===== src/rtl/fetch_pkg.sv =====
`default_nettype none
// ============================================================================
// Module      : fetch_pkg
// Description : Shared widths, halt encoding, fetch FSM state type and a
//               saturating-increment helper for the fetch stage, control
//               decoder and instruction ROM.
// Revision    : 1.0 - initial release
// ============================================================================
package fetch_pkg;

  localparam int PC_W   = 10;
  localparam int INST_W = 9;
  localparam int KEY_W  = 5;
  localparam int CNT_W  = 16;

  // Branch-group opcode 111 with an all-ones key; the decoder never issues it.
  localparam logic [INST_W-1:0] HALT_INST = 9'b1_111_11111;

  // Last ROM address; reaching it without a branch or halt is a fault.
  localparam logic [PC_W-1:0] PC_LAST = {PC_W{1'b1}};

  typedef enum logic [1:0] {
    IDLE = 2'd0,
    RUN  = 2'd1,
    DONE = 2'd2
  } fetch_state_t;

  // Counter increment that sticks at all-ones instead of wrapping.
  function automatic logic [CNT_W-1:0] sat_inc(input logic [CNT_W-1:0] value);
    return (&value) ? value : value + 1'b1;
  endfunction

endpackage
`default_nettype wire


===== src/rtl/fetch_unit_if.sv =====
`default_nettype none
// ============================================================================
// Module      : fetch_unit_if
// Description : Bundle of the fetch stage's program, ROM, decoder and branch
//               LUT signals. The slave modport is the fetch unit itself; the
//               master modport is the surrounding system.
// Revision    : 1.0 - initial release
// ============================================================================
interface fetch_unit_if;
  import fetch_pkg::*;

  logic              start;
  logic [PC_W-1:0]   start_pc;
  logic [INST_W-1:0] inst_in;
  logic              branch_en;
  logic              lut_we;
  logic [KEY_W-1:0]  lut_addr;
  logic [PC_W-1:0]   lut_wdata;
  logic [PC_W-1:0]   pc;
  logic [INST_W-1:0] inst;
  logic              run;
  logic              done;
  logic              fault;
  logic [CNT_W-1:0]  cycle_count;

  modport master (
    output start, start_pc, inst_in, branch_en, lut_we, lut_addr, lut_wdata,
    input  pc, inst, run, done, fault, cycle_count
  );

  modport slave (
    input  start, start_pc, inst_in, branch_en, lut_we, lut_addr, lut_wdata,
    output pc, inst, run, done, fault, cycle_count
  );

endinterface
`default_nettype wire


===== src/rtl/branch_lut.sv =====
`default_nettype none
// ============================================================================
// Module      : branch_lut
// Description : Branch target table. 2^KEY_W entries of DATA_W bits with a
//               synchronous write port, a combinational read port and an
//               asynchronous clear to zero.
// Revision    : 1.0 - initial release
// ============================================================================
module branch_lut #(
  parameter int KEY_W  = 5,
  parameter int DATA_W = 10
) (
  input  wire logic              clk,
  input  wire logic              reset,
  input  wire logic              we,
  input  wire logic [KEY_W-1:0]  waddr,
  input  wire logic [DATA_W-1:0] wdata,
  input  wire logic [KEY_W-1:0]  raddr,
  output logic      [DATA_W-1:0] rdata
);

  localparam int DEPTH = 2 ** KEY_W;

  logic [DATA_W-1:0] r_mem [DEPTH];

  // Table storage: cleared on reset, one entry written per enabled edge.
  always_ff @(posedge clk or posedge reset) begin
    if (reset) begin
      for (int i = 0; i < DEPTH; i++) begin
        r_mem[i] <= '0;
      end
    end else if (we) begin
      r_mem[waddr] <= wdata;
    end
  end

  // Target lookup is combinational so a branch resolves in the cycle it is seen.
  always_comb begin
    rdata = r_mem[raddr];
  end

endmodule
`default_nettype wire


===== src/rtl/fetch_unit.sv =====
`default_nettype none
// ============================================================================
// Module      : fetch_unit
// Description : Program counter and instruction fetch stage. Runs a program
//               from start_pc until a halt instruction or PC overflow,
//               resolving branches through the branch LUT and counting the
//               cycles spent running.
// Revision    : 1.0 - initial release
// ============================================================================
module fetch_unit
  import fetch_pkg::*;
(
  input wire logic     clk,
  input wire logic     reset,
  fetch_unit_if.slave  bus
);

  fetch_state_t     r_state;
  fetch_state_t     w_state_nxt;
  logic [PC_W-1:0]  r_pc;
  logic [PC_W-1:0]  w_pc_nxt;
  logic [CNT_W-1:0] r_cnt;
  logic [CNT_W-1:0] w_cnt_nxt;
  logic             r_fault;
  logic             w_fault_nxt;
  logic             w_run;
  logic             w_lut_we;
  logic [PC_W-1:0]  w_lut_rdata;

  // Run flag and LUT write gating: the table is frozen while a program runs.
  always_comb begin
    w_run    = (r_state == RUN);
    w_lut_we = bus.lut_we & ~w_run;
  end

  branch_lut #(
    .KEY_W  (KEY_W),
    .DATA_W (PC_W)
  ) u_branch_lut (
    .clk   (clk),
    .reset (reset),
    .we    (w_lut_we),
    .waddr (bus.lut_addr),
    .wdata (bus.lut_wdata),
    .raddr (bus.inst_in[KEY_W-1:0]),
    .rdata (w_lut_rdata)
  );

  // State, PC, cycle counter and fault flag registers.
  always_ff @(posedge clk or posedge reset) begin
    if (reset) begin
      r_state <= IDLE;
      r_pc    <= '0;
      r_cnt   <= '0;
      r_fault <= 1'b0;
    end else begin
      r_state <= w_state_nxt;
      r_pc    <= w_pc_nxt;
      r_cnt   <= w_cnt_nxt;
      r_fault <= w_fault_nxt;
    end
  end

  // Next-state logic: halt beats branch beats overflow beats sequential fetch.
  always_comb begin
    w_state_nxt = r_state;
    w_pc_nxt    = r_pc;
    w_cnt_nxt   = r_cnt;
    w_fault_nxt = r_fault;
    case (r_state)
      RUN: begin
        w_cnt_nxt = sat_inc(r_cnt);
        if (bus.inst_in == HALT_INST) begin
          w_state_nxt = DONE;
        end else if (bus.branch_en) begin
          w_pc_nxt = w_lut_rdata;
        end else if (r_pc == PC_LAST) begin
          w_state_nxt = DONE;
          w_fault_nxt = 1'b1;
        end else begin
          w_pc_nxt = r_pc + 1'b1;
        end
      end
      default: begin
        // IDLE and DONE both accept a new program; start during RUN is ignored.
        if (bus.start) begin
          w_state_nxt = RUN;
          w_pc_nxt    = bus.start_pc;
          w_cnt_nxt   = '0;
          w_fault_nxt = 1'b0;
        end
      end
    endcase
  end

  // Outputs; outside RUN the decoder sees a halt so it stays idle.
  assign bus.pc          = r_pc;
  assign bus.inst        = w_run ? bus.inst_in : HALT_INST;
  assign bus.run         = w_run;
  assign bus.done        = (r_state == DONE);
  assign bus.fault       = r_fault;
  assign bus.cycle_count = r_cnt;

endmodule
`default_nettype wire


===== src/flat_wrapper.sv =====
// flat-port wrapper written by rule: the top's interface ports become plain ports
module fetch_unit_flat import fetch_pkg::*;
  (clk, reset, bus_start, bus_start_pc, bus_inst_in, bus_branch_en, bus_lut_we, bus_lut_addr, bus_lut_wdata, bus_pc, bus_inst, bus_run, bus_done, bus_fault, bus_cycle_count);
  fetch_unit_if bus_i ();
  input wire logic clk;
  input wire logic reset;
  input wire logic [$bits(bus_i.start)-1:0] bus_start;
  input wire logic [$bits(bus_i.start_pc)-1:0] bus_start_pc;
  input wire logic [$bits(bus_i.inst_in)-1:0] bus_inst_in;
  input wire logic [$bits(bus_i.branch_en)-1:0] bus_branch_en;
  input wire logic [$bits(bus_i.lut_we)-1:0] bus_lut_we;
  input wire logic [$bits(bus_i.lut_addr)-1:0] bus_lut_addr;
  input wire logic [$bits(bus_i.lut_wdata)-1:0] bus_lut_wdata;
  output wire logic [$bits(bus_i.pc)-1:0] bus_pc;
  output wire logic [$bits(bus_i.inst)-1:0] bus_inst;
  output wire logic [$bits(bus_i.run)-1:0] bus_run;
  output wire logic [$bits(bus_i.done)-1:0] bus_done;
  output wire logic [$bits(bus_i.fault)-1:0] bus_fault;
  output wire logic [$bits(bus_i.cycle_count)-1:0] bus_cycle_count;
  assign bus_i.start = bus_start;
  assign bus_i.start_pc = bus_start_pc;
  assign bus_i.inst_in = bus_inst_in;
  assign bus_i.branch_en = bus_branch_en;
  assign bus_i.lut_we = bus_lut_we;
  assign bus_i.lut_addr = bus_lut_addr;
  assign bus_i.lut_wdata = bus_lut_wdata;
  assign bus_pc = bus_i.pc;
  assign bus_inst = bus_i.inst;
  assign bus_run = bus_i.run;
  assign bus_done = bus_i.done;
  assign bus_fault = bus_i.fault;
  assign bus_cycle_count = bus_i.cycle_count;
  fetch_unit u_core (.clk(clk), .reset(reset), .bus(bus_i));
endmodule

===== config.mk =====
export PLATFORM = sky130hd
export DESIGN_NAME = fetch_unit_flat
export DESIGN_NICKNAME = d
export VERILOG_FILES = /design/src/rtl/fetch_pkg.sv /design/src/rtl/fetch_unit_if.sv /design/src/rtl/branch_lut.sv /design/src/rtl/fetch_unit.sv /design/src/flat_wrapper.sv
export SDC_FILE = /design/constraint.sdc
export NUM_CORES = 1
export LEC_CHECK = 0
export CAP_MARGIN = 20
export CORE_MARGIN = 3
export CORE_UTILIZATION = 60
export DETAILED_ROUTE_END_ITERATION = 16
export DONT_BUFFER_PORTS = 1
export HOLD_SLACK_MARGIN = 0.06
export PLACE_DENSITY = 0.76
export SYNTH_ARGS = -nofsm -noshare
export SYNTH_HDL_FRONTEND = slang
export SYNTH_HIERARCHICAL = 1
export SYNTH_SLANG_ARGS = --single-unit

===== constraint.sdc =====
create_clock -name clk -period 18 [get_ports clk]
set_input_delay 3.6 -clock clk [delete_from_list [all_inputs] [get_ports clk]]
set_output_delay 3.6 -clock clk [all_outputs]
set_load 0.01 [all_outputs]

==> impl_metrics.prom, run 1 <==
# TYPE chip_impl_metric gauge
chip_impl_info{name="criticalPathCategory",value="primary input to output pin"} 1
chip_impl_metric{name="pin_count",unit=""} 77
chip_impl_metric{name="drv_slew",unit=""} 0
chip_impl_metric{name="synth_async_sr_flop_share",unit="%"} 100
chip_impl_metric{name="crit_path_max_incr_delay",unit="ns"} 0.20
chip_impl_metric{name="dieArea",unit="mm²"} 0.0304
chip_impl_metric{name="total_switching_power",unit="µW"} 390
chip_impl_metric{name="report.final.setup_viol",unit=""} 0
chip_impl_metric{name="numPlacedInstances",unit=""} 1606
chip_impl_metric{name="num_vias",unit=""} 10600
chip_impl_info{name="worstPathCellList",value="nand2b_1"} 1
chip_impl_metric{name="swShare",unit="%"} 23.0
chip_impl_metric{name="row_count",unit=""} 61
chip_impl_metric{name="number_of_antenna_violations_at_the_first_check_in_global_routing",unit=""} 0
chip_impl_metric{name="sequentialPowerShare",unit="%"} 49.7
chip_impl_metric{name="grt_pass1_wl",unit="mm"} 61.4
chip_impl_metric{name="worst_tran_pin_value",unit="ns"} 1.00
chip_impl_info{name="outcome",value="completed"} 1
chip_impl_metric{name="post_route_cells_drive_above_1_share",unit="%"} 33.4
chip_impl_info{name="endpoint_kind",value="output pin"} 1
chip_impl_metric{name="finalInstanceArea",unit="mm²"} 0.0184
chip_impl_metric{name="cts_resized",unit=""} 0
chip_impl_metric{name="source_to_sink_clock_delay_at_the_later_pin_of_the_worst_skew_pair",unit="ns"} 0.51
chip_impl_metric{name="synth.avg_cell_area",unit="µm²"} 13.0
chip_impl_metric{name="grt_max_degree",unit=""} 188
chip_impl_metric{name="postSynthRegisterBits",unit=""} 349
chip_impl_metric{name="pwr-share-comb",unit="%"} 6.2
chip_impl_metric{name="start_util",unit="%"} 61.1
chip_impl_metric{name="cts_buffer_depth",unit=""} 3
chip_impl_metric{name="netlist_area_pre_place",unit="mm²"} 0.0170
chip_impl_metric{name="power_leakage",unit="µW"} 0.00923
chip_impl_metric{name="dp.final_hpwl",unit="mm"} 23.7
chip_impl_metric{name="total_cts_buffers",unit=""} 36
chip_impl_metric{name="fin_crit_sh",unit="%"} 41.2
chip_impl_metric{name="port_buffers",unit=""} 0
chip_impl_metric{name="growth_of_design_area_from_synthesis_to_finish",unit="%"} 7.95
chip_impl_metric{name="yosysUniqueCellTypes",unit=""} 62
chip_impl_metric{name="dpl-instance-area",unit="mm²"} 0.0172
chip_impl_metric{name="worst_clock_skew",unit="ns"} 0.00575
chip_impl_metric{name="average_via_count_per_standard_cell",unit=""} 6.34
chip_impl_metric{name="yosysSeqAreaShare",unit="%"} 51.3
chip_impl_metric{name="totalNegativeSetupSlack",unit="ns"} 0
chip_impl_metric{name="fp.dieH",unit="µm"} 174
chip_impl_metric{name="critical_path_buf_inv_count",unit=""} 0
chip_impl_metric{name="htree_num_levels",unit=""} 2
chip_impl_metric{name="first_global_vias",unit=""} 10800
chip_impl_metric{name="power_frac_clock",unit="%"} 44.1
chip_impl_info{name="critical_path.top_delay_family",value="simple AND/OR/NAND/NOR gates"} 1
chip_impl_metric{name="crit_path_required_time",unit="ns"} 14.40
chip_impl_metric{name="design.final.nets",unit=""} 1308
chip_impl_metric{name="antenna-diode-count",unit=""} 0
chip_impl_metric{name="drv.max_cap_violation_count",unit=""} 0
chip_impl_metric{name="synth.net_count",unit=""} 1351
chip_impl_metric{name="routability_congestion_estimate_from_global_placement",unit=""} 0.836
chip_impl_metric{name="timing.fmax",unit="GHz"} 0.135
chip_impl_info{name="timing.critical_path.from_type",value="primary input"} 1
chip_impl_metric{name="power",unit="µW"} 1690
chip_impl_info{name="synth-main-ff-cell",value="dfrtp_1"} 1
chip_impl_info{name="min-delay-path-class",value="register to register"} 1
chip_impl_metric{name="fin_crit",unit="ns"} 7.41
chip_impl_metric{name="drt_first_iter_violations",unit=""} 779
chip_impl_metric{name="yosysWarningCount",unit=""} 6
chip_impl_metric{name="timing.final.hold_violations",unit=""} 0
chip_impl_metric{name="internal_power",unit="µW"} 1300
chip_impl_metric{name="timing.critical_path.arrival",unit="ns"} 3.81
chip_impl_info{name="clockRootBuffer",value="clkbuf_16"} 1
chip_impl_metric{name="drt_wl_total",unit="mm"} 39.1
chip_impl_metric{name="die_width",unit="µm"} 174
chip_impl_metric{name="critPathMaxFanout",unit=""} 15
chip_impl_metric{name="post_cts_hold_buffer_count",unit=""} 0
chip_impl_metric{name="ant_nets",unit=""} 0
chip_impl_metric{name="maxSlewHeadroom",unit="%"} 33.3
chip_impl_info{name="cts_tree",value="built"} 1
chip_impl_metric{name="core_region_area",unit="mm²"} 0.0279
chip_impl_info{name="grt_setup_unrepaired",value="false"} 1
chip_impl_metric{name="clkSlewWorstSetupHoldPaths",unit="ns"} 0.06
chip_impl_metric{name="grt_use_total",unit="%"} 25.6
chip_impl_metric{name="netlist_instances",unit=""} 1310
chip_impl_metric{name="synth_enable_flop_cells",unit=""} 0
chip_impl_metric{name="ir_worst_vdd",unit="V"} 0.0000814
chip_impl_metric{name="detail_route.drc_violations",unit=""} 0
chip_impl_metric{name="cts_sinks",unit=""} 349
chip_impl_info{name="critical_path.slowest_cell",value="nand2b_1"} 1
chip_impl_metric{name="pwr_density_cell",unit="mW/mm²"} 92.0
chip_impl_metric{name="routedWlPerCell",unit="µm"} 23.5
chip_impl_metric{name="detail_route.first_pass.iterations",unit=""} 5
chip_impl_metric{name="grt_overflow_total",unit=""} 0
chip_impl_metric{name="holdWs",unit="ns"} 0.495
chip_impl_metric{name="stdcell_count",unit=""} 1668
chip_impl_metric{name="post_cts_buffers",unit=""} 0
synth_stat cells, types with 3 or more instances:
cell type  number  area [µm²]
nor2_1         20        75.1
a211oi_1        4        30.0
a22oi_1        44         330
nand3_1        33         165
mux2_2        294        3310
nand2_1        55         206
and3_1          6        37.5
nor3_1         16        80.1
o22ai_1         3        18.8
a22o_1         22         193
o21ai_0        20         100
or4_1           3        22.5
nand2_2        16         100
nand4_1        15        93.8
clkbuf_1       50         188
and2_1          3        18.8
buf_2          11        55.1
a31oi_1        13        81.3
dfrtp_1       349        8730
xnor2_1         6        52.6
buf_6           4        45.0
nor3b_4         3        56.3
nand2b_1       12        75.1
buf_1           7        26.3
buf_4          15         113
inv_1           5        18.8
mux2_4         20         300
nor2_2          9        56.3
a21oi_1        31         155
o31ai_1         6        45.0
mux2i_1       162        1620
nand3b_4        3        60.1
nor2_8          8         160
nor2b_1         3        18.8
mux2_1          7        78.8
per-layer routing:
layer  GRT usage, %  up-vias  wire [µm]
met3           4.94       58       2250
met4           7.67        0       1010
met5              0        -          0
met1           35.3     5537      17300
li1               -     4697          -
met2           41.6      279      18600
registers in the layout (all words and copies together) (netlist names):
signal / cells
u_core/bus.cycle_count: 16
u_core/bus.fault: 1
u_core/r_state: 2
u_core/bus.pc: 10
u_core/u_branch_lut/r_mem: 320
cells by family after synthesis:
| kind of cell | synth area share, % |
|---|---|
| flops | 51.3 |
| simple gates | 8.14 |
| compound gates | 6.16 |
| mux | 31.2 |
| buf+inv | 2.71 |
| fa+ha+maj | 0.147 |
| xor+xnor | 0.360 |
cell usage in the layout (no fill, tap or decap), types with 6 or more instances in the layout:
cell | Yosys | layout
clkinv_2 | 0 | 7
a31oi_1 | 13 | 13
a22o_1 | 22 | 22
clkbuf_16 | 0 | 37
a21oi_1 | 31 | 31
mux2_4 | 20 | 20
clkbuf_8 | 0 | 11
nand2_2 | 16 | 16
nand3_1 | 33 | 33
mux2_2 | 294 | 294
a22oi_1 | 44 | 44
nand2_1 | 55 | 55
nor3_1 | 16 | 16
nor2_1 | 20 | 19
nor2_8 | 8 | 8
mux2i_1 | 162 | 162
nand4_1 | 15 | 15
xnor2_1 | 6 | 6
mux2_1 | 7 | 7
o31ai_1 | 6 | 6
o21ai_0 | 20 | 20
and3_1 | 6 | 6
dfrtp_1 | 349 | 349
nand2b_1 | 12 | 12
nor2_2 | 9 | 9
per-stage QoR:
stage | utilization (%) | setup WS (ns)
after floorplan | - | 5.54
after global placement | 61.5 | 10.58
after detailed placement | 61.6 | 10.58
after CTS | 65.9 | 10.58
after global routing | 66.0 | 10.59
final | 66.0 | 10.59
path summary, 6_finish.rpt:
path | cells after the start | to | from | slack, ns
max | 1 | bus_inst[4] | bus_inst_in[4] | 10.59
min in group asynchronous | 1 | u_core/bus.cycle_count[4]$_DFFE_PP0P_ | reset | 3.06
max reg2reg | 6 | u_core/u_branch_lut/r_mem[38]$_DFFE_PP0P_ | u_core/r_state[0]$_DFFE_PP0P_ | 15.18
max in group asynchronous | 2 | u_core/u_branch_lut/r_mem[289]$_DFFE_PP0P_ | reset | 13.43
min | 1 | u_core/u_branch_lut/r_mem[175]$_DFFE_PP0P_ | u_core/u_branch_lut/r_mem[175]$_DFFE_PP0P_ | 0.50
min reg2reg | 1 | u_core/u_branch_lut/r_mem[175]$_DFFE_PP0P_ | u_core/u_branch_lut/r_mem[175]$_DFFE_PP0P_ | 0.50
layout make-up:
type | instances | area (µm²)
flip-flops and latches | 349 | 8730
inverters | 6 | 35.0
fillers | 2043 | 9480
repair buffers | 7 | 97.6
well taps | 378 | 473
clock buffers | 52 | 1090
clock inverters | 9 | 95.1
multi-input cells | 867 | 7860
power by group through the flow:
stage	Sequential (µW)	Combinational (µW)	Clock [µW]
finish	841	105	745
floorplan	847	100	0
CTS	841	105	760
global route	845	115	792
detailed placement	855	104	0
global placement	854	100	0
No activity file was read; power rests on OpenSTA's default activity.
==> run 2, diff against run 1 <==
CORE_UTILIZATION = 58   (was 60)
clock period = 6.4 ns   (was 18 ns; I/O delays follow)
==> run 2 against run 1 <==
Wire length is 7.8% higher. Critical path depth is 9 higher. Clock power grew to 2.9 times the previous value. Largest cell class unchanged. Critical endpoint is now u_core/bus.pc[6]$_DFFE_PP0P_. Combinational power grew to 2.8 times the previous value. Count of clock-buffer cells in the layout stayed put. Clock skew is 0.010 ns higher. Critical path type is now primary input to register. Hold slack worse by 0.0080 ns. Flip-flop and latch count stayed put. Global-route usage is 1.4 points higher. Sequential power grew to 2.8 times the previous value. Largest power group unchanged.
==> impl_metrics.prom, run 2 (synthesis results as in run 1) <==
# TYPE chip_impl_metric gauge
chip_impl_metric{name="grt_pass1_wl",unit="mm"} 65.4
chip_impl_metric{name="drv_slew",unit=""} 0
chip_impl_metric{name="port_buffers",unit=""} 0
chip_impl_metric{name="average_via_count_per_standard_cell",unit=""} 6.46
chip_impl_metric{name="fin_crit",unit="ns"} 3.29
chip_impl_metric{name="total_cts_buffers",unit=""} 38
chip_impl_metric{name="timing.final.hold_violations",unit=""} 0
chip_impl_metric{name="report.final.setup_viol",unit=""} 0
chip_impl_metric{name="largest_reg_flops",unit=""} 320
chip_impl_metric{name="final_util",unit="%"} 63.8
chip_impl_info{name="outcome",value="completed"} 1
chip_impl_info{name="commonest_cells_after_routing_fill_and_taps_aside",value="349 x dfrtp_1, 294 x mux2_2, 162 x mux2i_1"} 1
chip_impl_metric{name="cts_buffer_depth",unit=""} 3
chip_impl_metric{name="routability_congestion_estimate_from_global_placement",unit=""} 0.910
chip_impl_info{name="clockRootBuffer",value="clkbuf_16"} 1
chip_impl_metric{name="start_util",unit="%"} 59.0
chip_impl_metric{name="growth_of_design_area_from_synthesis_to_finish",unit="%"} 8.16
chip_impl_metric{name="swShare",unit="%"} 23.2
chip_impl_metric{name="detail_route.first_pass.iterations",unit=""} 5
chip_impl_info{name="min-delay-path-class",value="register to register"} 1
chip_impl_metric{name="cts_resized",unit=""} 0
chip_impl_metric{name="drt_first_iter_violations",unit=""} 909
chip_impl_info{name="worst_path_most_repeated_cell",value="a211oi_1"} 1
chip_impl_info{name="max_flop_register",value="u_core/u_branch_lut/r_mem"} 1
chip_impl_metric{name="design.final.nets",unit=""} 1311
chip_impl_metric{name="fp.dieH",unit="µm"} 177
chip_impl_info{name="cts_tree",value="built"} 1
chip_impl_metric{name="ir_worst_vdd",unit="V"} 0.000235
chip_impl_metric{name="fillerInstances",unit=""} 2165
chip_impl_metric{name="clkSlewWorstSetupHoldPaths",unit="ns"} 0.06
chip_impl_metric{name="core_region_area",unit="mm²"} 0.0289
chip_impl_metric{name="crit_path_max_incr_delay",unit="ns"} 0.65
chip_impl_metric{name="detail_route.drc_violations",unit=""} 0
chip_impl_info{name="endpoint_kind",value="register"} 1
chip_impl_info{name="worstPathCellList",value="nor2b_2 -> buf_4 -> a22o_1 -> nor3_1 -> a31oi_1 -> nand3_1 -> nand2_1 -> o41ai_1 -> a211oi_1 -> a211oi_1"} 1
chip_impl_metric{name="post_route_cells_drive_above_1_share",unit="%"} 33.4
chip_impl_metric{name="pwr_density_cell",unit="mW/mm²"} 264
chip_impl_info{name="grt_setup_unrepaired",value="false"} 1
chip_impl_metric{name="drv.max_cap_violation_count",unit=""} 0
chip_impl_metric{name="first_global_vias",unit=""} 11000
chip_impl_info{name="critical_path.top_delay_family",value="simple AND/OR/NAND/NOR gates"} 1
chip_impl_metric{name="drt_wl_total",unit="mm"} 42.2
chip_impl_metric{name="dp.final_hpwl",unit="mm"} 26.6
chip_impl_metric{name="regToRegSetupSlack",unit="ns"} 3.79
chip_impl_info{name="layout.cells.most_common",value="dfrtp_1"} 1
chip_impl_metric{name="power_frac_clock",unit="%"} 45.2
chip_impl_metric{name="post_cts_buffers",unit=""} 0
chip_impl_metric{name="maxSlewHeadroom",unit="%"} 28.5
chip_impl_metric{name="crit_path_required_time",unit="ns"} 6.75
chip_impl_metric{name="num_vias",unit=""} 10800
chip_impl_metric{name="critical_path_buf_inv_count",unit=""} 1
chip_impl_metric{name="totalNegativeSetupSlack",unit="ns"} 0
chip_impl_info{name="criticalPathCategory",value="primary input to register"} 1
chip_impl_metric{name="total_switching_power",unit="µW"} 1130
chip_impl_metric{name="ant_nets",unit=""} 0
chip_impl_metric{name="pin_count",unit=""} 77
chip_impl_metric{name="worst_clock_skew",unit="ns"} 0.0162
chip_impl_metric{name="htree_num_levels",unit=""} 2
chip_impl_metric{name="antenna-diode-count",unit=""} 0
chip_impl_info{name="critical_path.slowest_cell",value="nor2b_2"} 1
chip_impl_metric{name="internal_power",unit="µW"} 3730
chip_impl_metric{name="grt_use_total",unit="%"} 27.0
chip_impl_metric{name="sequentialPowerShare",unit="%"} 48.8
chip_impl_metric{name="grt_max_degree",unit=""} 177
chip_impl_metric{name="row_count",unit=""} 62
chip_impl_metric{name="number_of_antenna_violations_at_the_first_check_in_global_routing",unit=""} 0
chip_impl_metric{name="pwr-share-comb",unit="%"} 6.1
chip_impl_metric{name="post_cts_hold_buffer_count",unit=""} 0
chip_impl_metric{name="power_leakage",unit="µW"} 0.00923
chip_impl_metric{name="cts_sinks",unit=""} 349
chip_impl_metric{name="timing.critical_path.arrival",unit="ns"} 3.65
chip_impl_metric{name="worst_tran_pin_value",unit="ns"} 1.07
chip_impl_metric{name="critPathMaxFanout",unit=""} 24
chip_impl_metric{name="dieArea",unit="mm²"} 0.0314
chip_impl_metric{name="die_width",unit="µm"} 177
chip_impl_metric{name="grt_overflow_total",unit=""} 0
chip_impl_metric{name="timing.fmax",unit="GHz"} 0.304
chip_impl_metric{name="source_to_sink_clock_delay_at_the_later_pin_of_the_worst_skew_pair",unit="ns"} 0.52
chip_impl_metric{name="fin_crit_sh",unit="%"} 51.4
chip_impl_info{name="timing.critical_path.from_type",value="primary input"} 1
chip_impl_metric{name="routedWlPerCell",unit="µm"} 25.1
[run 2: cell types whose count changed in the layout (fill, tap and decap cells not counted), sizes merged]
| cell | before | now |
|---|---|---|
| clkinvlp | 0 | 3 |
| buf | 7 | 8 |
| bufinv | 2 | 3 |
| clkinv | 8 | 7 |
[run 2: worst paths after layout]
check                                                           start  cells past startpoint                                          to
max                                                    bus_inst_in[0]                     10                u_core/bus.pc[6]$_DFFE_PP0P_
min                        u_core/u_branch_lut/r_mem[172]$_DFFE_PP0P_                      1  u_core/u_branch_lut/r_mem[172]$_DFFE_PP0P_
max reg2reg                             u_core/r_state[0]$_DFFE_PP0P_                      5   u_core/u_branch_lut/r_mem[28]$_DFFE_PP0P_
min reg2reg                u_core/u_branch_lut/r_mem[172]$_DFFE_PP0P_                      1  u_core/u_branch_lut/r_mem[172]$_DFFE_PP0P_
max in group asynchronous                                       reset                      2  u_core/u_branch_lut/r_mem[310]$_DFFE_PP0P_
min in group asynchronous                                       reset                      1   u_core/u_branch_lut/r_mem[17]$_DFFE_PP0P_
[run 2: power groups by stage]
| stage | clock (µW) | sequential [µW] | combinational, µW |
|---|---|---|---|
| after floorplan | 0 | 2380 | 282 |
| after global placement | 0 | 2400 | 284 |
| final | 2190 | 2370 | 295 |
| after CTS | 2240 | 2370 | 294 |
| after detailed placement | 0 | 2410 | 292 |
| after global routing | 2330 | 2380 | 326 |
[run 2: routing by layer]
metal | wire (µm) | up-vias | GRT usage, % | part of all wire (%)
li1 | - | 4728 | - | -
met1 | 18600 | 5667 | 38.2 | 44
met2 | 19400 | 369 | 42.4 | 46
met3 | 3020 | 79 | 5.69 | 7.2
met4 | 1230 | 0 | 8.05 | 2.9
met5 | 0 | - | 0 | 0
[run 2: stage by stage]
step                hold WS [ns]  instance area, µm²  total power, µW  worst slack, ns  instances
global route               0.505               18400             5030             3.05       1678
detailed placement         0.476               17200             2700             2.71       1614
finish                     0.488               18400             4860             3.11       1678
global placement           0.467               17200             2690             2.80       1614
floorplan                  0.458               17000             2660            0.853       1310
CTS                        0.488               18400             4900             3.19       1678
[run 2: layout make-up]
cell class	count	area [µm²]	share of cell area, %
flip-flops and latches	349	8730	47.4
multi-input cells	867	7850	42.6
clock buffers	52	1110	6.01
well taps	384	480	2.61
clock inverters	12	146	0.795
repair buffers	8	72.6	0.394
inverters	6	31.3	0.170
